## config.mk

```make
export PLATFORM = sky130hd
export DESIGN_NAME = elm_layer_controller
export DESIGN_NICKNAME = d
export VERILOG_FILES = /design/src/rtl/elm_ctrl_pkg.sv /design/src/rtl/elm_mod_counter.sv /design/src/rtl/elm_layer_controller.sv
export SDC_FILE = /design/constraint.sdc
export NUM_CORES = 1
export LEC_CHECK = 0
export ABC_AREA = 1
export CORE_MARGIN = 2
export CORE_UTILIZATION = 48
export CTS_CLUSTER_DIAMETER = 200
export DETAILED_ROUTE_END_ITERATION = 10
export PLACE_DENSITY = 0.9
export SETUP_SLACK_MARGIN = 0.02
export SLEW_MARGIN = 40
export SYNTH_ARGS = -nofsm -noshare
export SYNTH_HDL_FRONTEND = slang
export SYNTH_HIERARCHICAL = 1
export SYNTH_SLANG_ARGS = --single-unit
```

## constraint.sdc

```tcl
create_clock -name clk -period 1.85 [get_ports clk]
set_input_delay 0.37 -clock clk [delete_from_list [all_inputs] [get_ports clk]]
set_output_delay 0.37 -clock clk [all_outputs]
set_load 0.03 [all_outputs]
```

## src/rtl/elm_ctrl_pkg.sv

```systemverilog
`timescale 1ns/1ps
`default_nettype none
// ============================================================================
// Module      : elm_ctrl_pkg
// Description : Shared state encoding and width/cycle helpers for the ELM
//               layer controller.
// Revision    : 1.0 - initial release
// ============================================================================
package elm_ctrl_pkg;

    typedef enum logic [2:0] {
        S_IDLE   = 3'd0,
        S_INIT   = 3'd1,
        S_MAC    = 3'd2,
        S_DRAIN  = 3'd3,
        S_BIAS   = 3'd4,
        S_LOAD   = 3'd5,
        S_EXPORT = 3'd6,
        S_DONE   = 3'd7
    } elm_state_e;

    localparam logic [2:0] c_ST_IDLE   = S_IDLE;
    localparam logic [2:0] c_ST_INIT   = S_INIT;
    localparam logic [2:0] c_ST_MAC    = S_MAC;
    localparam logic [2:0] c_ST_DRAIN  = S_DRAIN;
    localparam logic [2:0] c_ST_BIAS   = S_BIAS;
    localparam logic [2:0] c_ST_LOAD   = S_LOAD;
    localparam logic [2:0] c_ST_EXPORT = S_EXPORT;
    localparam logic [2:0] c_ST_DONE   = S_DONE;

    function automatic int clog2_min1(input int n);
        return (n <= 1) ? 1 : $clog2(n);
    endfunction

    // INIT + MAC terms + drain + BIAS + LOAD
    function automatic int neuron_cycles(input int n_inputs, input int pipe_lat);
        return 3 + n_inputs + pipe_lat;
    endfunction

endpackage
`default_nettype wire

```

## src/rtl/elm_mod_counter.sv

```systemverilog
`timescale 1ns/1ps
`default_nettype none
// ============================================================================
// Module      : elm_mod_counter
// Description : Modulo counter 0..MAX with clear, increment and last flag.
// Revision    : 1.0 - initial release
// ============================================================================
module elm_mod_counter #(
    parameter int WIDTH = 1,
    parameter int MAX   = 0
) (
    input  logic             clk,
    input  logic             rst,
    input  logic             clr,
    input  logic             inc,
    output logic [WIDTH-1:0] value,
    output logic             last
);

    localparam logic [WIDTH-1:0] c_MAX = WIDTH'(MAX);

    logic [WIDTH-1:0] r_value_q;
    logic [WIDTH-1:0] w_value_d;

    always_comb begin
        w_value_d = r_value_q;
        if (clr) begin
            w_value_d = '0;
        end else if (inc) begin
            w_value_d = (r_value_q == c_MAX) ? '0 : r_value_q + WIDTH'(1);
        end
    end

    always_ff @(posedge clk) begin
        if (rst) begin
            r_value_q <= '0;
        end else begin
            r_value_q <= w_value_d;
        end
    end

    assign value = r_value_q;
    assign last  = (r_value_q == c_MAX);

endmodule
`default_nettype wire

```

## src/rtl/elm_layer_controller.sv

```systemverilog
`timescale 1ns/1ps
`default_nettype none
// ============================================================================
// Module      : elm_layer_controller
// Description : Moore sequencer for one ELM layer: per-neuron MAC, drain,
//               bias, register load, then optional handshaked export.
// Revision    : 1.0 - initial release
// ============================================================================
module elm_layer_controller
    import elm_ctrl_pkg::*;
#(
    parameter int N_INPUTS  = 256,
    parameter int N_HIDDEN  = 10,
    parameter int PIPE_LAT  = 0,
    parameter int EXPORT_EN = 1,
    parameter int IN_AW     = clog2_min1(N_INPUTS),
    parameter int HID_AW    = clog2_min1(N_HIDDEN)
) (
    input  logic              clk,
    input  logic              rst,
    input  logic              start,
    input  logic              in_ready,
    input  logic              out_ready,
    output logic              initialise,
    output logic              en_acc,
    output logic              rst_acc,
    output logic              en_bias,
    output logic              rst_bias,
    output logic              en_reg,
    output logic              rst_reg,
    output logic [IN_AW-1:0]  in_addr,
    output logic [HID_AW-1:0] neuron_idx,
    output logic              export_valid,
    output logic [HID_AW-1:0] export_idx,
    output logic              busy,
    output logic              done
);

    localparam int c_DRAIN_AW  = clog2_min1(PIPE_LAT);
    localparam int c_DRAIN_MAX = (PIPE_LAT > 0) ? PIPE_LAT - 1 : 0;
    localparam logic [c_DRAIN_AW-1:0] c_DRAIN_LAST = c_DRAIN_AW'(c_DRAIN_MAX);

    logic [2:0] r_state_q;
    logic [2:0] w_state_d;
    logic       r_pending_q;
    logic       w_pending_d;

    logic w_in_clr, w_in_inc, w_in_last;
    logic w_drain_inc, w_drain_last;
    logic w_nrn_inc, w_nrn_last;
    logic w_exp_inc, w_exp_last;
    logic [c_DRAIN_AW-1:0] w_drain_cnt;

    elm_mod_counter #(.WIDTH(IN_AW), .MAX(N_INPUTS - 1)) u_in_cnt (
        .clk   (clk),
        .rst   (rst),
        .clr   (w_in_clr),
        .inc   (w_in_inc),
        .value (in_addr),
        .last  (w_in_last)
    );

    elm_mod_counter #(.WIDTH(c_DRAIN_AW), .MAX(c_DRAIN_MAX)) u_drain_cnt (
        .clk   (clk),
        .rst   (rst),
        .clr   (1'b0),
        .inc   (w_drain_inc),
        .value (w_drain_cnt),
        .last  (w_drain_last)
    );

    elm_mod_counter #(.WIDTH(HID_AW), .MAX(N_HIDDEN - 1)) u_nrn_cnt (
        .clk   (clk),
        .rst   (rst),
        .clr   (1'b0),
        .inc   (w_nrn_inc),
        .value (neuron_idx),
        .last  (w_nrn_last)
    );

    elm_mod_counter #(.WIDTH(HID_AW), .MAX(N_HIDDEN - 1)) u_exp_cnt (
        .clk   (clk),
        .rst   (rst),
        .clr   (1'b0),
        .inc   (w_exp_inc),
        .value (export_idx),
        .last  (w_exp_last)
    );

    assign w_in_clr = (r_state_q == c_ST_INIT);

    always_comb begin
        w_state_d   = r_state_q;
        w_pending_d = r_pending_q;
        w_in_inc    = 1'b0;
        w_drain_inc = 1'b0;
        w_nrn_inc   = 1'b0;
        w_exp_inc   = 1'b0;
        case (r_state_q)
            c_ST_IDLE: begin
                // A start seen while the input buffer is still loading is remembered
                if (in_ready && (start || r_pending_q)) begin
                    w_state_d   = c_ST_INIT;
                    w_pending_d = 1'b0;
                end else if (start) begin
                    w_pending_d = 1'b1;
                end
            end
            c_ST_INIT: w_state_d = c_ST_MAC;
            c_ST_MAC: begin
                w_in_inc = 1'b1;
                if (w_in_last) begin
                    w_state_d = (PIPE_LAT > 0) ? c_ST_DRAIN : c_ST_BIAS;
                end
            end
            c_ST_DRAIN: begin
                w_drain_inc = 1'b1;
                if (w_drain_last && (w_drain_cnt == c_DRAIN_LAST)) begin
                    w_state_d = c_ST_BIAS;
                end
            end
            c_ST_BIAS: w_state_d = c_ST_LOAD;
            c_ST_LOAD: begin
                w_nrn_inc = 1'b1;
                if (w_nrn_last) begin
                    w_state_d = (EXPORT_EN != 0) ? c_ST_EXPORT : c_ST_DONE;
                end else begin
                    w_state_d = c_ST_INIT;
                end
            end
            c_ST_EXPORT: begin
                if (out_ready) begin
                    w_exp_inc = 1'b1;
                    if (w_exp_last) begin
                        w_state_d = c_ST_DONE;
                    end
                end
            end
            c_ST_DONE: w_state_d = c_ST_IDLE;
            default:   w_state_d = c_ST_IDLE;
        endcase
    end

    always_ff @(posedge clk) begin
        if (rst) begin
            r_state_q   <= c_ST_IDLE;
            r_pending_q <= 1'b0;
        end else begin
            r_state_q   <= w_state_d;
            r_pending_q <= w_pending_d;
        end
    end

    assign initialise   = (r_state_q == c_ST_INIT);
    assign en_acc       = (r_state_q == c_ST_MAC);
    assign rst_acc      = (r_state_q == c_ST_IDLE) || (r_state_q == c_ST_INIT) ||
                          (r_state_q == c_ST_EXPORT);
    assign en_bias      = (r_state_q == c_ST_BIAS);
    assign rst_bias     = (r_state_q == c_ST_IDLE) || (r_state_q == c_ST_EXPORT);
    assign en_reg       = (r_state_q == c_ST_LOAD);
    assign rst_reg      = (r_state_q == c_ST_IDLE);
    assign export_valid = (r_state_q == c_ST_EXPORT);
    assign busy         = (r_state_q != c_ST_IDLE);
    assign done         = (r_state_q == c_ST_DONE);

endmodule
`default_nettype wire

```

==> impl_results.md <==
- Initial drt markers: 15
- Hold-fix buffers, CTS: 0
- Peak Freq: roughly 0.56 GHz
- DRC: 0
- Max-cap viol count: 0
- Outcome: finished, final reports clean
- Cells after Synth: ~180
- Vias per cell: 4.78
- Die ar.: a little under 0.003 mm2
- Commonest cells after routing, fill and taps aside: nand2_1, inv_1, nor2_1
- Maximum root-to-sink buffer count: 2
- Share of cells above drive strength 1: between 20% and 30%
- Clk_skew: 3.39 ps
- Hold Path Class: register to register
- Slowest cell delay on critical path: ~690 ps
- Port-buffer cells: 30
- CTS Sinks: 20
- Total power: ~1.1 mW
- P&R area growth vs syn: 31.3%
- Storage cell area: 404 um2
- Met3 WL: slightly above 90 um
- Met2 WL: approximately 1200 um
- First-pass GRT wire length: around 4200 um
- Rows: 18
- Total negative slack: 0 ps
- Startpoint Class: register
- Final hold vios: 0
- Area of the multi-input gates: about 660 um2
- Buf/Inv on CP: 1
- Pre-antenna DRT Iters: 4
- Top Layer Used: met4
- WS Path Type: register to output port
- Clock transition at path regs: about 120 ps
- Number of routed nets with antenna violations: 0
- Initial Util: ~49%
- M1 WL: around 1100 um
- Post-Syn Area: 0.00120 mm2
- Die width: 54.1 um
- GP Congestion: 0.871
- Leakage power: approximately 0.82 nW
- Core area: around 0.0024 mm2
- RSZ-0062 raised after global routing: false
- Top fanout value on the critical path: 4
- Initial antenna violation count: 0
- DRT Wirelength: around 2400 um
- Nets@finish: 226
- CTS tree: built
- Routed wire length per instance: 9.60 um
- Slowest CP cell: clkdlybuf4s50_1
- Vias in the first global route: roughly 1100
- Pwr Density: between 600 and 700 mW/mm2
- Largest net degree at the start of global routing: 12
- Max Slew Vio Count: 0
- Final Setup Violations: 0
- Worst-skew pair later-pin latency: 300 ps
- Die Span Y: 54.1 um
- GRT Total Usage: roughly a fifth
- Via Count: between 1000 and 1500
- Worst setup EP type: output port
- Pre-CTS setup slack: between 40 and 50 ps
- Fillcell total: between 200 and 250
- Ys Warns: 6
- Min Tclk post-route: between 1500 and 2000 ps
- N_diodes: 0
- Finished Core Util: between 60% and 70%
- H-tree depth: 1
- CTS root buf: clkbuf_4
- Family with the most delay on the worst path: buffers and inverters
- Commonest non-fill, non-tap cell in the layout: nand2_1
- Arrival @ worst endpoint: between 1000 and 1500 ps
- TritonCTS Buffers: 3
- Final hold slack: 475 ps
- Hpwl dp: between 1500 and 2000 um
- Final clock period utilization by the worst path: a little over nine tenths
- CP Cell Sequence: clkdlybuf4s50_1
- Setup WS post-layout: 76.3 ps
- Req. time, crit path: 1480 ps
- I/O pins: 31
- Syn avg cell area: roughly 6.6 um2
- Worst vdd rail ir drop: between 0.0004 and 0.0005 V
- Gr ovfl total: 0
metal layers:
metal	vias to the layer above	track usage, %
met5	-	0
met2	20	35.2
met4	0	6.25
met3	2	4.17
li1	626	-
met1	543	22.2
final cells by class:
cell class,count,share of cell area (%)
multi-input cells,126,41.5
repair buffers,33,19.7
clock buffers,4,2.30
inverters,36,8.56
well taps,30,2.38
flip-flops and latches,20,25.6
metrics by stage:
step           std cells  cell area [um2]
5_1_grt              249             1580
4_1_cts              249             1570
2_1_floorplan        184             1210
6_report             249             1580
3_3_place_gp         245             1550
3_5_place_dp         245             1550
state kept, by name, summed over array words and instances (netlist names):
register / cells
u_nrn_cnt/value: 4
r_pending_q: 1
u_in_cnt/value: 8
u_exp_cnt/value: 4
r_state_q: 3
power breakdown:
part	total (mW)	leakage [nW]	internal, mW	switching, mW
Clock	0.261	0.0210	0.120	0.140
Sequential	0.475	0.163	0.450	0.0243
Combinational	0.370	0.637	0.121	0.249
final timing paths:
| kind | start | end | slack, ps | cells past startpoint |
|---|---|---|---|---|
| max | u_exp_cnt/value[2] | export_idx[2] | 80 | 1 |
| min | r_pending_q | r_pending_q | 480 | 2 |
| max reg2reg | u_in_cnt/value[0] | r_state_q[1] | 320 | 7 |
| min reg2reg | r_pending_q | r_pending_q | 480 | 2 |
what timing repair did:
item	CTS	global route
endpoints found under the setup margin	13	14
gates resized for setup	14	20
setup buffers	0	0
Power figures use the tool's default switching activity.
